### config.mk
export PLATFORM = sky130hd
export DESIGN_NAME = pc_sequencer
export DESIGN_NICKNAME = d
export VERILOG_FILES = /design/src/rtl/pc_sequencer.sv
export SDC_FILE = /design/constraint.sdc
export NUM_CORES = 1
export LEC_CHECK = 0
export BUFFER_PORTS_ARGS = -buffer_cell sky130_fd_sc_hd__buf_2
export CORE_UTILIZATION = 40
export CTS_CLUSTER_SIZE = 28
export DETAILED_ROUTE_END_ITERATION = 8
export PLACE_DENSITY_LB_ADDON = 0.2
export RECOVER_POWER = 50
export SLEW_MARGIN = 25
export SYNTH_ARGS = -nofsm -noshare
export SYNTH_HDL_FRONTEND = slang
export SYNTH_SLANG_ARGS = --single-unit
### constraint.sdc
create_clock -name clk -period 5.7 [get_ports clk]
set_input_delay 0.57 -clock clk [delete_from_list [all_inputs] [get_ports clk]]
set_output_delay 0.57 -clock clk [all_outputs]
set_load 0.05 [all_outputs]
### src/rtl/pc_sequencer.sv
// rtl/pc_sequencer.sv - fetch PC sequencer with not-taken speculation, branch resolve and flush squash
module pc_sequencer #(
  parameter int                     PC_WIDTH     = 16,
  parameter logic [PC_WIDTH-1:0]    RESET_PC     = '0,
  parameter int                     FLUSH_CYCLES = 2
) (
  input  logic                clk,
  input  logic                rst_n,
  input  logic                stall,
  input  logic                is_branch,
  input  logic [PC_WIDTH-1:0] branch_offset,
  input  logic                branchIdea,
  input  logic                halt,
  output logic [PC_WIDTH-1:0] pc,
  output logic                fetch_valid,
  output logic                flush,
  output logic                resolving,
  output logic [7:0]          taken_count
);

  typedef enum logic [1:0] {RUN, RESOLVE, FLUSH, HALTED} state_t;

  localparam logic [2:0] FLUSH_LAST = 3'(FLUSH_CYCLES - 1);

  state_t              state_q, state_d;
  logic [PC_WIDTH-1:0] pc_q, pc_d;
  logic [PC_WIDTH-1:0] target_q, target_d;
  logic [2:0]          cnt_q, cnt_d;
  logic [7:0]          tc_q, tc_d;
  logic                flush_q, flush_d;
  logic                fv_q, fv_d;

  always_ff @(posedge clk or negedge rst_n) begin
    if (!rst_n) begin
      state_q  <= RUN;
      pc_q     <= RESET_PC;
      target_q <= '0;
      cnt_q    <= '0;
      tc_q     <= '0;
      flush_q  <= 1'b0;
      fv_q     <= 1'b0;
    end else begin
      state_q  <= state_d;
      pc_q     <= pc_d;
      target_q <= target_d;
      cnt_q    <= cnt_d;
      tc_q     <= tc_d;
      flush_q  <= flush_d;
      fv_q     <= fv_d;
    end
  end

  // A stall freezes every register, including a pending flush pulse, so it is
  // presented on the first unstalled cycle instead of being lost.
  always_comb begin
    state_d  = state_q;
    pc_d     = pc_q;
    target_d = target_q;
    cnt_d    = cnt_q;
    tc_d     = tc_q;
    flush_d  = flush_q;
    fv_d     = fv_q;
    if (!stall) begin
      flush_d = 1'b0;
      case (state_q)
        RUN: begin
          if (halt) begin
            state_d = HALTED;
            fv_d    = 1'b0;
          end else begin
            pc_d = pc_q + PC_WIDTH'(1);
            fv_d = 1'b1;
            if (is_branch) begin
              target_d = pc_q + branch_offset;
              state_d  = RESOLVE;
            end
          end
        end
        RESOLVE: begin
          if (branchIdea) begin
            pc_d    = target_q;
            flush_d = 1'b1;
            fv_d    = 1'b0;
            tc_d    = (tc_q != 8'hFF) ? tc_q + 8'd1 : tc_q;
            cnt_d   = FLUSH_LAST;
            state_d = FLUSH;
          end else begin
            pc_d    = pc_q + PC_WIDTH'(1);
            fv_d    = 1'b1;
            state_d = RUN;
          end
        end
        FLUSH: begin
          fv_d = 1'b0;
          if (halt) begin
            state_d = HALTED;
          end else if (cnt_q == 3'd0) begin
            // Target becomes the live fetch on the first RUN cycle.
            fv_d    = 1'b1;
            state_d = RUN;
          end else begin
            cnt_d = cnt_q - 3'd1;
          end
        end
        HALTED: fv_d = 1'b0;
        default: state_d = RUN;
      endcase
    end
  end

  assign pc          = pc_q;
  assign fetch_valid = fv_q & ~stall;
  assign flush       = flush_q & ~stall;
  assign resolving   = (state_q == RESOLVE);
  assign taken_count = tc_q;

endmodule

==> flow_summary.json <==
{
  "status": "finished with violations",
  "violations": "max-capacitance violations, max-slew violations",
  "drive_above_1_share": 0.143,
  "hold_viol_final": 0,
  "rrSetupSlack_ns": 2.97,
  "die-area_mm2": 0.00815,
  "grtUsageTotal": 0.199,
  "gr-total-overflow": 0,
  "num_antenna_cells": 0,
  "syn_inst": 354,
  "async_flop_share": 1.00,
  "drtIter0Drc": 114,
  "drv_cap": 1,
  "clockRootBuffer": "clkbuf_8",
  "finalSetupViolations": 0,
  "min_to": "target_q[1]$_DFFE_PN0P_",
  "ir_drop_mv": 0.228,
  "final_antenna_net_count": 0,
  "slew_viol_final": 48,
  "synth_area_mm2": 0.00312,
  "synth_top_cell_area_share": 0.377,
  "hp-start": "target_q[1]$_DFFE_PN0P_",
  "power_density_mw_per_mm2": 565,
  "fp-row-count": 31,
  "whs_path_depth": 2,
  "finalSetupTns_ns": 0,
  "syn_avg_cell_area_um2": 8.80,
  "totalWireLength_um": 7410,
  "drcViolationCount": 0,
  "synthTopCellsByArea": "dfrtp_1, ha_1, nand2_1",
  "die_h_um": 90.3,
  "min_period_ns": 2.73,
  "synthFlopType": "dfrtp_1",
  "yosysMostFrequentCell": "nand2_1",
  "power_leakage_nw": 1.53,
  "via_per_inst": 5.50,
  "pin_count": 49,
  "fmax_ghz": 0.367,
  "ys_seq_area_frac": 0.377,
  "area_growth_pct": 12.4,
  "cp_max_fo": 33,
  "grt_antenna_before_repair": 0,
  "cts_setup_buffers": 0,
  "criticalPathCategory": "flop to flop",
  "path_clk_slew_ns": 0.10,
  "startpoint_type": "flop",
  "holdBufCountCts": 0,
  "ys_top_cells_by_count": "nand2_1, dfrtp_1, a21oi_1, o21ai_0, ha_1",
  "cts.htree.levels": 2,
  "worst_slew_pin_slew_ns": 2.55,
  "cts_resized": 0,
  "place_congestion": 0.767,
  "vias": 2734,
  "dpl_cell_area_mm2": 0.00343,
  "cts_tree": "built",
  "r2r_start": "state_q[1]$_DFFE_PN0P_",
  "start_util": 0.421,
  "dpl.hpwl_um": 5510,
  "final_area_mm2": 0.00350,
  "first_pass_iters": 4,
  "synth_top_cell_by_area": "dfrtp_1",
  "core-area_mm2": 0.00741,
  "grt_pass1_wl_um": 13100,
  "end_kind": "flop",
  "synth_warnings": 0,
  "final_nets": 442,
  "portBuffers": 48,
  "hold_path_class": "flop to flop",
  "fin_worst_skew_ns": 0.0145,
  "relSlewSlack": -0.700,
  "holdWs_ns": 0.482,
  "fin_crit_sh": 0.478,
  "synth_edf_count": 0,
  "clockBufferDepth": 2,
  "cp.required_ns": 5.89,
  "synth.net_count": 399,
  "worstRegToRegCells": 7,
  "grt_pass1_vias": 2665,
  "ys_ff_latch": 47,
  "post_drt_wl_per_cell_um": 14.9,
  "p_total_mw": 1.98,
  "r2r_end": "taken_count[5]$_DFFE_PN0P_",
  "die_width_um": 90.3,
  "clk_latency_ns": 0.31,
  "rsz0062_at_grt": "false",
  "grt_max_degree": 48,
  "cp.arrival_ns": 2.92,
  "ys_types": 56,
  "cts_made_buffers": 5,
  "clock_sinks": 47
}
[cells by family (layout without fill, tap and decap cells)]
family / Yosys count / after routing / share of synthesized area
AND/OR/NAND/NOR: 127 / 127 / 0.195
AO/OA/AOI/OAI: 113 / 113 / 0.242
flip-flops: 47 / 47 / 0.377
buffers and inverters: 25 / 69 / 0.0349
adder cells (fa/ha/maj): 23 / 23 / 0.0947
XOR/XNOR: 16 / 16 / 0.0450
multiplexers: 3 / 3 / 0.0104
[where the power goes]
group          internal, mW  leakage (nW)  switching, mW
clock network        0.0859        0.0412          0.115
logic                 0.383         0.898          0.767
registers             0.469         0.588          0.158
[cell type report]
| class | instances | area, um2 |
|---|---|---|
| Timing Repair Buffer | 49 | 229 |
| Inverter | 12 | 45.0 |
| Fill cell | 761 | 3910 |
| Clock buffer | 6 | 72.6 |
| Tap cell | 99 | 124 |
| Multi-Input combinational cell | 282 | 1840 |
| Clock inverter | 2 | 12.5 |
| Sequential cell | 47 | 1180 |
[critical path: stages, from the launching register on]
cell	delay [ns]
dfrtp_1	0.40
inv_1	0.10
ha_1	0.23
nand2_1	0.60
a311oi_2	0.70
and4_1	0.33
nand3_1	0.11
xnor2_1	0.13
[per-stage QoR]
| stage | utilization | instances | worst slack [ns] |
|---|---|---|---|
| after floorplan | - | 354 | 3.39 |
| final | 0.473 | 497 | 2.97 |
| after CTS | 0.474 | 497 | 2.97 |
| after global routing | 0.473 | 497 | 2.56 |
| after detailed placement | 0.463 | 489 | 3.00 |
| after global placement | 0.463 | 489 | 3.13 |
[registers in the layout (all words and copies together), names as in the netlist]
name,flops
flush_q,1
target_q,16
taken_count,8
state_q,2
pc,16
cnt_q,3
fv_q,1
[worst max-delay path by stage]
stage                     depth (start not counted)                          to  slack [ns]                    from
final                                             7  taken_count[5]$_DFFE_PN0P_        2.97  state_q[1]$_DFFE_PN0P_
after global placement                            7  taken_count[7]$_DFFE_PN0P_        3.13  state_q[1]$_DFFE_PN0P_
after global routing                              2    target_q[12]$_DFFE_PN0P_        2.56                   rst_n
after floorplan                                   6    target_q[15]$_DFFE_PN0P_        3.39       pc[4]$_DFFE_PN0P_
after detailed placement                          7  taken_count[7]$_DFFE_PN0P_        3.00  state_q[1]$_DFFE_PN0P_
after CTS                                         7  taken_count[5]$_DFFE_PN0P_        2.97  state_q[1]$_DFFE_PN0P_
[per-layer routing]
layer	part of all wire	vias up	track usage	routed length, um
met2	0.49	36	0.343	3600
li1	-	1395	-	-
met4	0.0084	0	0.0417	62
met3	0.025	6	0.0311	186
met1	0.48	1297	0.265	3560
met5	0	-	0	0
[cell usage in the layout, fill, tap and decap left out, drive strengths merged, types with 4 or more instances in the layout]
cell type and instances:
nor3 7, a211oi 7, o22ai 8, nand4 5
o21ai 26, ha 22, and3 6, nand2 57
dfrtp 47, nor2 16, nor4 4, nand3 16
o31ai 6, nor2b 5, xor2 6, a21oi 30
buf 36, a2bb2oi 6, a21boi 4, inv 12
xnor2 10, clkbuf 19
Power figures use the tool's default switching activity.
